[src/rtl/instr_encoder_loader_if.sv]
// Field-bundle input handshake and instruction-memory write port of instr_encoder_loader.
// master = producer of bundles / consumer of writes, slave = the loader.
interface instr_encoder_loader_if #(
    parameter int ADDR_W = 8
);
    logic              start;
    logic              in_valid;
    logic              in_ready;
    logic [1:0]        fmt;
    logic [5:0]        opcode;
    logic [4:0]        rs;
    logic [4:0]        rt;
    logic [4:0]        rd;
    logic [4:0]        shamt;
    logic [5:0]        funct;
    logic [15:0]       imm;
    logic [25:0]       target;
    logic              last;
    logic              im_we;
    logic [ADDR_W-1:0] im_addr;
    logic [31:0]       im_wdata;
    logic              busy;
    logic              done;
    logic              full;
    logic              err;
    logic [ADDR_W:0]   count;
    logic [1:0]        dbg_state;

    // Handshake: a bundle is consumed on a rising edge where in_valid && in_ready;
    // in_valid and the fields must be stable while in_valid is high and in_ready is low.
    modport master (
        output start, in_valid, fmt, opcode, rs, rt, rd, shamt, funct, imm, target, last,
        input  in_ready, im_we, im_addr, im_wdata, busy, done, full, err, count, dbg_state
    );

    modport slave (
        input  start, in_valid, fmt, opcode, rs, rt, rd, shamt, funct, imm, target, last,
        output in_ready, im_we, im_addr, im_wdata, busy, done, full, err, count, dbg_state
    );
endinterface

[src/rtl/instr_encoder_loader.sv]
// Assembles R/I/J field bundles into 32-bit MIPS words and writes them sequentially into
// instruction memory. Define ENC_STRICT_EN to reject opcode/field combinations that are not legal.
module instr_encoder_loader #(
    parameter int ADDR_W    = 8,
    parameter int BASE_ADDR = 0
) (
    input logic                  clk,
    input logic                  rst_n,
    instr_encoder_loader_if.slave bus
);
    typedef enum logic [1:0] {S_IDLE, S_LOAD, S_DONE, S_FULL} state_e;

    localparam logic [ADDR_W-1:0] BASE = ADDR_W'(BASE_ADDR);
    localparam logic [ADDR_W-1:0] TOP  = '1;

    state_e            state_q;
    logic              im_we_q;
    logic [ADDR_W-1:0] ptr_q;
    logic [31:0]       wdata_q;
    logic              busy_q;
    logic              done_q;
    logic              full_q;
    logic              err_q;
    logic [ADDR_W:0]   count_q;

    logic              in_ready;
    logic              fire;
    logic              reject;
    logic [31:0]       enc_word;
    logic [ADDR_W-1:0] fire_addr;

    assign in_ready = (state_q == S_LOAD) && !bus.start;
    assign fire     = bus.in_valid && in_ready;
    // Every accepted word before this one has been counted, so its address is known at fire time.
    assign fire_addr = BASE + count_q[ADDR_W-1:0];

    always_comb begin
        enc_word = '0;
        reject   = 1'b0;
        case (bus.fmt)
            2'd0: begin
                enc_word = {6'b0, bus.rs, bus.rt, bus.rd, bus.shamt, bus.funct};
`ifdef ENC_STRICT_EN
                reject = (bus.shamt != 5'd0) && !(bus.funct inside {6'h00, 6'h02, 6'h03});
`endif
            end
            2'd1: begin
                enc_word = {bus.opcode, bus.rs, bus.rt, bus.imm};
`ifdef ENC_STRICT_EN
                reject = bus.opcode inside {6'h00, 6'h02, 6'h03};
`endif
            end
            2'd2: begin
                enc_word = {bus.opcode, bus.target};
`ifdef ENC_STRICT_EN
                reject = !(bus.opcode inside {6'h02, 6'h03});
`endif
            end
            default: reject = 1'b1;
        endcase
    end

    always_ff @(posedge clk) begin
        if (!rst_n) begin
            state_q <= S_IDLE;
            im_we_q <= 1'b0;
            ptr_q   <= BASE;
            wdata_q <= '0;
            busy_q  <= 1'b0;
            done_q  <= 1'b0;
            full_q  <= 1'b0;
            err_q   <= 1'b0;
            count_q <= '0;
        end else begin
            im_we_q <= 1'b0;
            if (im_we_q && (ptr_q != TOP)) begin
                ptr_q <= ptr_q + 1'b1;
            end
            if (bus.start) begin
                state_q <= S_LOAD;
                busy_q  <= 1'b1;
                done_q  <= 1'b0;
                full_q  <= 1'b0;
                err_q   <= 1'b0;
                count_q <= '0;
                ptr_q   <= BASE;
            end else if (fire) begin
                if (reject) begin
                    err_q <= 1'b1;
                    if (bus.last) begin
                        state_q <= S_DONE;
                        busy_q  <= 1'b0;
                        done_q  <= 1'b1;
                    end
                end else begin
                    im_we_q <= 1'b1;
                    wdata_q <= enc_word;
                    count_q <= count_q + 1'b1;
                    // Top of memory wins over last; done still reflects last.
                    if (fire_addr == TOP) begin
                        state_q <= S_FULL;
                        busy_q  <= 1'b0;
                        full_q  <= 1'b1;
                        done_q  <= bus.last;
                    end else if (bus.last) begin
                        state_q <= S_DONE;
                        busy_q  <= 1'b0;
                        done_q  <= 1'b1;
                    end
                end
            end
        end
    end

    assign bus.in_ready  = in_ready;
    assign bus.im_we     = im_we_q;
    assign bus.im_addr   = ptr_q;
    assign bus.im_wdata  = wdata_q;
    assign bus.busy      = busy_q;
    assign bus.done      = done_q;
    assign bus.full      = full_q;
    assign bus.err       = err_q;
    assign bus.count     = count_q;
    assign bus.dbg_state = state_q;
endmodule

[src/flat_wrapper.sv]
// flat-port wrapper written by rule: the top's interface ports become plain ports
module instr_encoder_loader_flat 
#(
    parameter int ADDR_W    = 8,
    parameter int BASE_ADDR = 0
)
  (clk, rst_n, bus_start, bus_in_valid, bus_fmt, bus_opcode, bus_rs, bus_rt, bus_rd, bus_shamt, bus_funct, bus_imm, bus_target, bus_last, bus_in_ready, bus_im_we, bus_im_addr, bus_im_wdata, bus_busy, bus_done, bus_full, bus_err, bus_count, bus_dbg_state);
  instr_encoder_loader_if #(.ADDR_W(ADDR_W)) bus_i ();
  input logic clk;
  input logic rst_n;
  input wire logic [$bits(bus_i.start)-1:0] bus_start;
  input wire logic [$bits(bus_i.in_valid)-1:0] bus_in_valid;
  input wire logic [$bits(bus_i.fmt)-1:0] bus_fmt;
  input wire logic [$bits(bus_i.opcode)-1:0] bus_opcode;
  input wire logic [$bits(bus_i.rs)-1:0] bus_rs;
  input wire logic [$bits(bus_i.rt)-1:0] bus_rt;
  input wire logic [$bits(bus_i.rd)-1:0] bus_rd;
  input wire logic [$bits(bus_i.shamt)-1:0] bus_shamt;
  input wire logic [$bits(bus_i.funct)-1:0] bus_funct;
  input wire logic [$bits(bus_i.imm)-1:0] bus_imm;
  input wire logic [$bits(bus_i.target)-1:0] bus_target;
  input wire logic [$bits(bus_i.last)-1:0] bus_last;
  output wire logic [$bits(bus_i.in_ready)-1:0] bus_in_ready;
  output wire logic [$bits(bus_i.im_we)-1:0] bus_im_we;
  output wire logic [$bits(bus_i.im_addr)-1:0] bus_im_addr;
  output wire logic [$bits(bus_i.im_wdata)-1:0] bus_im_wdata;
  output wire logic [$bits(bus_i.busy)-1:0] bus_busy;
  output wire logic [$bits(bus_i.done)-1:0] bus_done;
  output wire logic [$bits(bus_i.full)-1:0] bus_full;
  output wire logic [$bits(bus_i.err)-1:0] bus_err;
  output wire logic [$bits(bus_i.count)-1:0] bus_count;
  output wire logic [$bits(bus_i.dbg_state)-1:0] bus_dbg_state;
  assign bus_i.start = bus_start;
  assign bus_i.in_valid = bus_in_valid;
  assign bus_i.fmt = bus_fmt;
  assign bus_i.opcode = bus_opcode;
  assign bus_i.rs = bus_rs;
  assign bus_i.rt = bus_rt;
  assign bus_i.rd = bus_rd;
  assign bus_i.shamt = bus_shamt;
  assign bus_i.funct = bus_funct;
  assign bus_i.imm = bus_imm;
  assign bus_i.target = bus_target;
  assign bus_i.last = bus_last;
  assign bus_in_ready = bus_i.in_ready;
  assign bus_im_we = bus_i.im_we;
  assign bus_im_addr = bus_i.im_addr;
  assign bus_im_wdata = bus_i.im_wdata;
  assign bus_busy = bus_i.busy;
  assign bus_done = bus_i.done;
  assign bus_full = bus_i.full;
  assign bus_err = bus_i.err;
  assign bus_count = bus_i.count;
  assign bus_dbg_state = bus_i.dbg_state;
  instr_encoder_loader #(.ADDR_W(ADDR_W), .BASE_ADDR(BASE_ADDR)) u_core (.clk(clk), .rst_n(rst_n), .bus(bus_i));
endmodule
[config.mk]
export PLATFORM = sky130hd
export DESIGN_NAME = instr_encoder_loader_flat
export DESIGN_NICKNAME = d
export VERILOG_FILES = /design/src/rtl/instr_encoder_loader_if.sv /design/src/rtl/instr_encoder_loader.sv /design/src/flat_wrapper.sv
export SDC_FILE = /design/constraint.sdc
export NUM_CORES = 1
export LEC_CHECK = 0
export CAP_MARGIN = 20
export CORE_MARGIN = 10
export CORE_UTILIZATION = 25
export CTS_CLUSTER_DIAMETER = 50
export DETAILED_ROUTE_END_ITERATION = 10
export SLEW_MARGIN = 15
export SYNTH_ARGS = -nofsm -noshare
export SYNTH_HDL_FRONTEND = slang
export SYNTH_SLANG_ARGS = --single-unit
[constraint.sdc]
create_clock -name clk -period 2.19 [get_ports clk]
set_input_delay 0.438 -clock clk [delete_from_list [all_inputs] [get_ports clk]]
set_output_delay 0.438 -clock clk [all_outputs]
set_load 0.02 [all_outputs]
[Yosys cells after proc, flatten, opt, wreduce, memory -nomap -nowiden]
Cells that the tools add are included.
Word-level totals
  flip-flop bits (word level): 56
  logic and storage cells: 49
  input bits: 81
  output and inout bits: 57
Cells by class
  reduce and logical (&&, ||, !) cells: 13
  bitwise operators: 4
  $add $sub $neg: 2
  muxes and demuxes: 15
  equal/unequal tests: 5
Operators with widths (number)
  32-bit case mux with 3 select lines: 1
  1-bit two-way mux: 11
  9-bit by 1-bit adder with 9-bit output, second input constant: 1
  8-bit by 1-bit adder with 8-bit output, second input constant: 1
  8-bit == test, second input constant: 1
  8-bit inequality test, second input constant: 1
  2-bit two-way mux: 3
  3-bit AND reduction: 2
  3-bit OR reduction: 2
  2-bit by 1-bit == test with 1-bit output, second input constant: 2
  1-bit inverter: 4
  2-bit AND reduction: 2
  1-bit logical AND: 3
  2-bit == test, second input constant: 1
  2-bit zero test: 1
  2-bit nonzero test: 1
  2-bit OR reduction: 1
  1-bit zero test: 1

[Depth between registers and ports, before layout]
  depth in word-level cells: 5
  gate-level depth with buffers: 5
  mapped depth without buffers: 4

[Worst setup path after synthesis]
No wires, ideal clock.
  path type: register to register
  start point: register u_core.ptr_q[0], in the netlist u_core.bus.im_addr[0]
  end point: register u_core.ptr_q[6], in the netlist u_core.bus.im_addr[6]
  data arrival time: 1.630 ns
  clock period less this slack: 1.746 ns
  required time: 2.074 ns
  library setup time: 0.116 ns
  cell stages (with the launch flop): 5
  buffers on the path: 0
  path slack: 0.444 ns
  path through: dfxtp_1 > ha_1 > nand3_1 > or4b_2 > o211a_1
Between the ends
  word-level cells in the longest chain between the ends: 2
  elaborated cells between the ends (all ways): 3
  those cells by class: add/sub (1); eq/ne (1); reduce/logical (1)
RTL lines
  start, declared: RTL line instr_encoder_loader.sv:18  | logic [ADDR_W-1:0] ptr_q;
  start signal, assigned: RTL line instr_encoder_loader.sv:77  | ptr_q <= ptr_q + 1'b1;
  parallel branches: the longest is 2 deep, another holds 8-bit by 1-bit adder with 8-bit output
Several ways; the timed one is not identified.
A chain may end at the register's enable or synchronous reset.

[Final worst setup path]
  start point: input port bus_start
  end point: output port bus_in_ready
Between the ends
  word-level cells in the longest chain between the ends: 2
RTL lines
  start, declared: RTL line flat_wrapper.sv:11  | input wire logic [$bits(bus_i.start)-1:0] bus_start;
  1-bit zero test: RTL line instr_encoder_loader.sv:32  | assign in_ready = (state_q == S_LOAD) && !bus.start;
  1-bit logical AND: RTL line instr_encoder_loader.sv:32
  end, declared: RTL line flat_wrapper.sv:23  | output wire logic [$bits(bus_i.in_ready)-1:0] bus_in_ready;
Every way passes these cells.

==> out/metrics.csv <==
stage,metric,value,unit
critical_path,r2r_start,u_core.bus.im_addr[0]$_SDFFE_PP0P_,
timing,tightest_slew,0.499,ns
logic_synthesis,synth_nets,388,
critical_path,cp-end-kind,primary output,
global_routing,grt_overflow,0,
detailed_routing,drc,0,
flow_run,cap_viol_max_count,0,
worst_hold_path,whs_path_depth,2,
clock_tree,clockRootBuffer,clkbuf_8,
power_and_ir_drop,swShare,0.259,
layout,diodes,0,
place,port_buffers,137,
floorplanning,initial_core_util,0.254,
timing,finalSetupViolCount,0,
layout,drive_gt1_frac,0.0709,
layout,syn_to_final_growth,61.5,%
clock_tree,numCtsBuffers,5,
worst_hold_path,min_from,u_core.bus.done$_SDFFE_PP0P_,
power_and_ir_drop,p_comb_frac,0.218,
power_and_ir_drop,vdd_drop_max,0.226,mV
place,gp_congestion,0.754,
global_routing,top_usage_layer,met2,
detailed_routing,wirelength,9.46,mm
power_and_ir_drop,p_total,2.11,mW
detailed_routing,firstDrtPassIters,4,
clock_tree,clkSinkCount,56,
clock_tree,cts_setup_buffers,0,
place,place_area,0.00432,mm^2
global_routing,use_met1,0.130,
logic_synthesis,synth_flop_cell,dfxtp_1,
detailed_routing,wire_per_inst,16.4,um
logic_synthesis,ys_ff_latch,56,
power_and_ir_drop,leakage,1.51,nW
timing,hold_viol_final,0,
layout,nNetsFinal,519,
clock_tree,insertion_delay,0.30,ns
logic_synthesis,synthArstFlopShare,0,
logic_synthesis,synth_area,0.00273,mm^2
critical_path,crit_required,1.75,ns
timing,grt_setup_unrepaired,false,
critical_path,reg2regPathDepth,4,
logic_synthesis,synth_edf_count,0,
timing,tns,0,ns
critical_path,arrival,1.68,ns
timing,skew,0.00647,ns
global_routing,grt_max_degree,37,
floorplanning,rows,38,
clock_tree,clkTransAtPathRegs,0.10,ns
timing,fin_crit_sh,0.968,
layout,final_cells,577,
status,outcome,finished clean,
clock_tree,post_cts_resized,1,
place,dp_hpwl,7.29,mm
power_and_ir_drop,internal-power,1.56,mW
global_routing,grt_pass1_wl,15.5,mm
critical_path,critPathKind,in -> out,
logic_synthesis,seq_area_frac_synth,0.411,
power_and_ir_drop,p_sw,0.546,mW
floorplanning,io_pins,138,
detailed_routing,dr.first_iter.drc_count,184,
power_and_ir_drop,seq_power_share,0.501,
critical_path,crit_start,bus_start,
floorplanning,fp.dieH,125,um
global_routing,met2_usage,0.211,
timing,fmax,472,MHz
critical_path,cp-start-kind,input pin,
detailed_routing,vias_per_cell,4.87,
timing,slew_headroom,0.668,
floorplanning,core_area,0.0107,mm^2
logic_synthesis,synth.distinct_cells,43,
logic_synthesis,netlist_instances,305,
timing,maxSlewViolCount,0,
power_and_ir_drop,power_density,478,mW/mm^2
floorplanning,die_x,125,um
power_and_ir_drop,clockPowerShare,0.281,
critical_path,crit_fanout,2,
clock_tree,cts_buffer_depth,2,
floorplanning,die_area,0.0155,mm^2
logic_synthesis,avgSynthCellArea,8.95,um^2
timing,layout_setup_ws,0.0700,ns
global_routing,grt_pass1_vias,3042,
logic_synthesis,ys_warn_count,0,
global_routing,grt_use_met3,0.0472,
worst_hold_path,hold_class,reg -> reg,
global_routing,grt_use_total,0.117,
place,dp_slack,-0.205,ns
clock_tree,postCtsHoldBufs,0,
place,post-place-cells,569,
detailed_routing,via_count,2810,
clock_tree,cts_tree,built,
detailed_routing,ant_nets,0,
layout,final_cell_area,0.00441,mm^2
global_routing,antenna_found_initial,0,
timing,finalCriticalPeriod,2.12,ns
clock_tree,cts-htree-levels,2,
==> layout by cell type (no fill, tap or decap), drive strengths merged, types with 2 or more instances in the layout <==
cell / synthesis / layout
nor4: 4 / 4
o21a: 2 / 2
nor3: 4 / 4
o31ai: 4 / 4
nor2: 4 / 4
buf: 14 / 15
a2bb2oi: 16 / 16
mux2i: 23 / 23
a31oi: 3 / 3
nand3: 6 / 6
o21ai: 8 / 8
nand4: 10 / 10
a211oi: 27 / 27
clkbuf: 14 / 7
clkdlybuf4s50: 0 / 136
nor2b: 11 / 11
nand2b: 7 / 7
or4: 3 / 3
and4: 2 / 2
ha: 2 / 2
a41oi: 2 / 2
dfxtp: 56 / 56
nand2: 14 / 14
a21oi: 51 / 51
inv: 4 / 4
==> area by class of cell <==
type	count	area, um^2
Sequential cell	56	1120
Tap cell	140	175
Multi-Input combinational cell	217	1480
Clock inverter	1	7.51
Inverter	4	15.0
Clock buffer	7	86.3
Fill cell	1130	6340
Timing Repair Buffer	152	1520
==> through the flow <==
step            util  hold WS (ns)
6_report       0.410         0.474
5_1_grt        0.410         0.514
4_1_cts        0.410         0.483
3_5_place_dp   0.402         0.468
3_3_place_gp   0.402         0.456
2_1_floorplan      -         0.532
==> path summary, 6_finish.rpt <==
check	end	slack, ns
worst min-delay path	u_core.bus.done$_SDFFE_PP0P_	0.47
worst max-delay path	bus_in_ready	0.07
worst max register to register	u_core.bus.im_addr[6]$_SDFFE_PP0P_	0.38
worst min register to register	u_core.bus.done$_SDFFE_PP0P_	0.47
==> power groups by stage <==
| stage | combinational (mW) | sequential (mW) | clock (mW) |
|---|---|---|---|
| after floorplan | 0.176 | 1.11 | 0 |
| after global placement | 0.461 | 1.08 | 0 |
| after detailed placement | 0.468 | 1.08 | 0 |
| after CTS | 0.468 | 1.06 | 0.622 |
| after global routing | 0.500 | 1.06 | 0.672 |
| final | 0.460 | 1.06 | 0.593 |
==> routing by layer <==
layer | up-vias | part of all wire
met5 | - | 0
met2 | 91 | 0.49
met1 | 1299 | 0.42
li1 | 1418 | -
met4 | 0 | 0.0034
met3 | 2 | 0.080
==> flip-flops by register name, summed over array words and instances (netlist names) <==
signal,flops
u_core.bus.im_wdata,32
u_core.bus.count,9
u_core.bus.im_addr,8
u_core.bus.dbg_state,2
u_core.bus.busy,1
u_core.bus.done,1
u_core.bus.err,1
u_core.bus.full,1
u_core.bus.im_we,1
==> critical path, cell delays in order <==
cell and delay (ns):
clkdlybuf4s50_1 0.43, or3b_4 0.41, inv_2 0.07, dlygate4sd2_1 0.33
==> cells by family (layout without fill, tap and decap cells) <==
kind of cell	count (synthesis)	in the layout	share of synthesized area
buffers and inverters	32	164	0.0513
AND/OR/NAND/NOR	72	72	0.159
flip-flops	56	56	0.411
multiplexers	23	23	0.0843
AO/OA/AOI/OAI	120	120	0.286
adder cells (fa/ha/maj)	2	2	0.00916
==> cell usage after synthesis, types with 3 or more instances <==
library cell | count | area [um^2]
a21oi_1 | 51 | 255
o21ai_0 | 8 | 40.0
a31oi_1 | 3 | 18.8
or4_1 | 3 | 22.5
a211oi_1 | 27 | 203
nand4_1 | 10 | 62.6
nor2_1 | 3 | 11.3
o31ai_1 | 4 | 30.0
nand2b_1 | 7 | 43.8
clkbuf_1 | 14 | 52.6
nand2_1 | 14 | 52.6
dfxtp_1 | 56 | 1120
nor4_1 | 3 | 18.8
a2bb2oi_1 | 16 | 140
nor2b_1 | 11 | 68.8
mux2i_1 | 23 | 230
nand3_1 | 6 | 30.0
nor3_1 | 4 | 20.0
inv_1 | 3 | 11.3
buf_1 | 3 | 11.3
buf_2 | 10 | 50.1
Power figures use the tool's default switching activity.
==> edit 1, RTL diff (config.mk and constraints unchanged) <==
`ADDR_W` is set to 8 in 3 places; all go to 9.
--- a/src/rtl/instr_encoder_loader_if.sv
+++ b/src/rtl/instr_encoder_loader_if.sv
@@ -2,5 +2,5 @@
 // master = producer of bundles / consumer of writes, slave = the loader.
 interface instr_encoder_loader_if #(
-    parameter int ADDR_W = 8
+    parameter int ADDR_W = 9
 );
     logic              start;
--- a/src/rtl/instr_encoder_loader.sv
+++ b/src/rtl/instr_encoder_loader.sv
@@ -2,5 +2,5 @@
 // instruction memory. Define ENC_STRICT_EN to reject opcode/field combinations that are not legal.
 module instr_encoder_loader #(
-    parameter int ADDR_W    = 8,
+    parameter int ADDR_W    = 9,
     parameter int BASE_ADDR = 0
 ) (
--- a/src/flat_wrapper.sv
+++ b/src/flat_wrapper.sv
@@ -2,5 +2,5 @@
 module instr_encoder_loader_flat 
 #(
-    parameter int ADDR_W    = 8,
+    parameter int ADDR_W    = 9,
     parameter int BASE_ADDR = 0
 )
Ports: changed (resized bus_count and bus_im_addr); port bits go from 138 to 140. The function was not compared with the original's and may differ.
==> edit 1 against the unedited design <==
Hold slack got worse by 0.00085 ns; area after synthesis fell by 5.5%; design area decreased by 0.57%; sequential share of layout area rose by 1.1 points; sequential cell count increased by 2; critical path type unchanged; largest power group unchanged; count of clock-buffer cells in the layout grew 4; power grew 19%; worst setup slack improved by 0.019 ns; routed wire length decreased by 1.8%.
==> edit 1: results (changes against the unedited design) <==
metric;value;unit;change
status;finished, final reports clean;;
share of layout cells above drive strength 1;12.3;%;+5.2 points
port bufs;139;;+1.5%
postcts setup bufs;0;;unchanged
Post-CTS Resized;0;;-1
Clock Skew;0.00638;ns;-0.0000845 ns
Hold Crit Class;flip-flop to flip-flop;;
Adder-Cell Fraction of Synth Area;1.94;%;+1.0 points
Clock Tree Buf Depth;2;;unchanged
Compound-Gate Fraction of Synth Area;19.3;%;-9.3 points
CTS root buffer;clkbuf_8;;
# diodes;0;;unchanged
final-stage net count;519;;unchanged
Vias/cell;4.67;;-4.1%
total CTS buffers;9;;+4
NetSw;609;uW;+12%
TritonRoute pass-1 iters;4;;unchanged
P_leak;0.00158;uW;+4.2%
Largest register FFs;32;;unchanged
Top FF cell, synth;dfxtp_1;;
vias in the first global route;2871;;-5.6%
first-pass GRT wire length;15.0;mm;-3.6%
Worst EP arrival;1.66;ns;-0.02 ns
Crit Path Max Fanout;4;;+2
top cells by count, synth;dfxtp_1, nor2_1, a21oi_1;;
hpwl dp;7.33;mm;+0.53%
async set-reset flop share out of synthesis;0;%;unchanged
syn nets;371;;-4.4%
Place WS;0.0580;ns;+0.263 ns
fill cell count;1007;;-11%
Syn. warnings;0;;unchanged
Worst VDD drop;0.000305;V;+35%
mux contribution to synthesized area;7.76;%;-0.68 points
initial antenna violation count;0;;unchanged
WL final;9.29;mm;-1.8%
XOR/XNOR Fraction of Synth Area;3.73;%;+3.7 points
largest net degree at the start of global routing;29;;-22%
Overall Global Routing Usage;12.6;%;+0.89 points
worst slew pin tran;0.442;ns;-0.0565 ns
CTS clk-pin slew, worst paths;0.06;ns;-0.04 ns
1st-iter DRT viols;125;;-32%
sequential area share after synthesis;45.0;%;+3.9 points
worst skew pair latency;0.33;ns;+0.03 ns
H-tree depth;3;;+1
RePlAce Congestion;0.773;;+2.6%
synth top area cells;dfxtp_1, mux2_2, nor2_1;;
synth unique cells;40;;-7.0%
-- edit 1: stage by stage --
stage / util (%) / hold WS (ns) / area (um^2) / std cells / total power [uW]
after global routing: 43.0 / 0.510 / 4380 / 575 / 2620
after floorplan: - / 0.522 / 2580 / 286 / 1270
after global placement: 41.0 / 0.460 / 4180 / 559 / 1500
final: 43.0 / 0.473 / 4380 / 575 / 2500
after CTS: 43.0 / 0.486 / 4380 / 575 / 2540
after detailed placement: 41.0 / 0.469 / 4180 / 559 / 1510
-- edit 1: per-layer routing --
layer	share of wire (%)	global-route usage [%]	up-vias	routed length [um]
met2	48	21.8	105	4490
met5	0	0	-	0
met3	10	5.55	8	943
met1	41	14.0	1222	3760
met4	0.94	3.13	0	87
li1	-	-	1351	-
-- edit 1: final cells by class --
cell class	count	area, um^2	area share (%)
Clock inverter	5	52.6	1.20
Multi-Input combinational cell	204	1310	29.8
Timing Repair Buffer	157	1530	34.8
Sequential cell	58	1160	26.5
Inverter	4	15.0	0.343
Clock buffer	11	151	3.45
Tap cell	136	170	3.88
-- edit 1: critical path: stages --
cell	delay, ns
clkdlybuf4s50_1	0.47
nor2_1	0.13
clkdlybuf4s50_1	0.62
-- edit 1: path summary, 6_finish.rpt --
check	cells past startpoint	slack [ns]	endpoint	startpoint
max	3	0.09	bus_in_ready	bus_start
max reg2reg	8	0.48	u_core.bus.im_addr[7]$_SDFFE_PP0P_	u_core.bus.im_addr[0]$_SDFFE_PP0P_
min reg2reg	2	0.47	u_core.bus.full$_SDFFE_PP0P_	u_core.bus.full$_SDFFE_PP0P_
min	2	0.47	u_core.bus.full$_SDFFE_PP0P_	u_core.bus.full$_SDFFE_PP0P_
-- edit 1: cells by family (layout without fill, tap and decap cells) --
logic type      after synthesis  count (layout)
simple gates                 89              89
compound gates               82              82
flops                        58              58
buf+inv                      24             177
mux                          18              18
xor+xnor                     11              11
fa+ha+maj                     4               4
-- edit 1: power by group through the flow --
stage	Sequential [uW]	Combinational (uW)	Clock (uW)
finish	1090	390	1020
global route	1090	421	1100
CTS	1090	394	1050
detailed placement	1120	392	0
global placement	1110	388	0
floorplan	1140	125	0
==> edit 2, RTL diff (same flow settings) <==
Made on the original files. Reset style: asynchronous (`rst_n`), changed in one clocked block.
--- a/src/rtl/instr_encoder_loader.sv
+++ b/src/rtl/instr_encoder_loader.sv
@@ -61,5 +61,5 @@
     end
 
-    always_ff @(posedge clk) begin
+    always_ff @(posedge clk or negedge rst_n) begin
         if (!rst_n) begin
             state_q <= S_IDLE;
Check against the original RTL: differs if rst_n is asserted again (counterexample within 4 cycles, from zero or initial values and one cycle with rst_n low); with rst_n held inactive, the same outputs for 10 cycles.
==> edit 2 against the unedited design <==
Critical path type is now flip-flop to output port; final cell count grew 1.9%; critical path depth shrank 3; first-iteration DRC count shrank 25%; critical endpoint is now bus_im_addr[2]; design area grew 5.2%; sequential cell count is the same; routed wire length grew 1.1%; count of clock-buffer cells in the layout shrank 2; area after synthesis grew 6.5%; worst setup slack gained 0.23 ns; global-route usage shrank 0.19 points; register-to-register slack gained 0.20 ns.
Power is not compared: it rests on default switching activity, and its combinational part moved more than twofold at a synthesized area within 25%.
==> edit 2: results (changes against the unedited design) <==
metric;value;unit;change
Overall Global Routing Usage;11.6;%;-0.19 points
async set-reset flop share out of synthesis;100;%;+100 points
Crit Path Max Fanout;9;;+7
RePlAce Congestion;0.748;;-0.78%
Hold Crit Class;input port to async pin;;
Worst slew margin;59.8;%;-6.9 points
CP endpoint;bus_im_addr[2];;
CTS clk-pin slew, worst paths;0.08;ns;-0.02 ns
sequential cell area share;30.2;%;+4.8 points
Placed Cells;580;;+1.9%
tap cells;143;;+2.1%
Non-CTS inverters;3;;-1
mean area per synthesized cell;9.47;um^2;+5.8%
Via Count;2794;;-0.57%
Clock buf/inv share;3.70;%;+1.6 points
non-clk buf share;32.2;%;-2.3 points
WL final;9.56;mm;+1.1%
FF-to-FF setup slack;0.58;ns;+0.20 ns
Vias/cell;4.75;;-2.4%
share of layout cells above drive strength 1;6.74;%;-0.35 points
reg-to-reg endpoint;u_core.bus.im_wdata[21]$_DFFE_PN0P_;;
Hold Slack;0.154;ns;-0.320 ns
1st-iter DRT viols;138;;-25%
Post-CTS Resized;0;;-1
Multi-input comb cells;227;;+4.6%
status;finished, final reports clean;;
Non-Clock Buffer Count;151;;-0.66%
sequential area share after synthesis;48.2;%;+7.1 points
max incr delay on CP;0.66;ns;+0.23 ns
hpwl dp;7.61;mm;+4.4%
top cells by count, synth;dfrtp_1, a21oi_1, nand2_1;;
Top FF cell, synth;dfrtp_1;;
Clock Skew;0.00660;ns;+0.000130 ns
final-stage net count;527;;+1.5%
-- edit 2: cell types whose count changed after synthesis, moves of 10 or more --
cell	change
a211oi_1	-26
a21oi_1	-18
a2bb2oi_1	-16
dfrtp_1	+56
dfxtp_1	-56
nand2_1	+18
nor2_1	+17
o21ai_0	+18
o22ai_1	+10
-- edit 2: metal layers --
metal	part of all wire [%]	up-vias	GRT usage, %
li1	-	1392	-
met1	44	1283	13.8
met2	45	115	18.7
met3	10	4	5.38
met4	0.48	0	2.12
met5	0	-	0
-- edit 2: power breakdown --
group / switching (uW) / total, uW / internal (uW)
logic: 489 / 1010 / 525
registers: 96.4 / 1270 / 1180
clock network: 383 / 927 / 544
-- edit 2: cell families after synthesis --
group           Yosys count  synth area share (%)
fa+ha+maj                 2                 0.860
mux                      21                  7.23
simple gates            102                  18.5
compound gates          100                  20.1
xor+xnor                  2                 0.603
buf+inv                  24                  4.47
flops                    56                  48.2
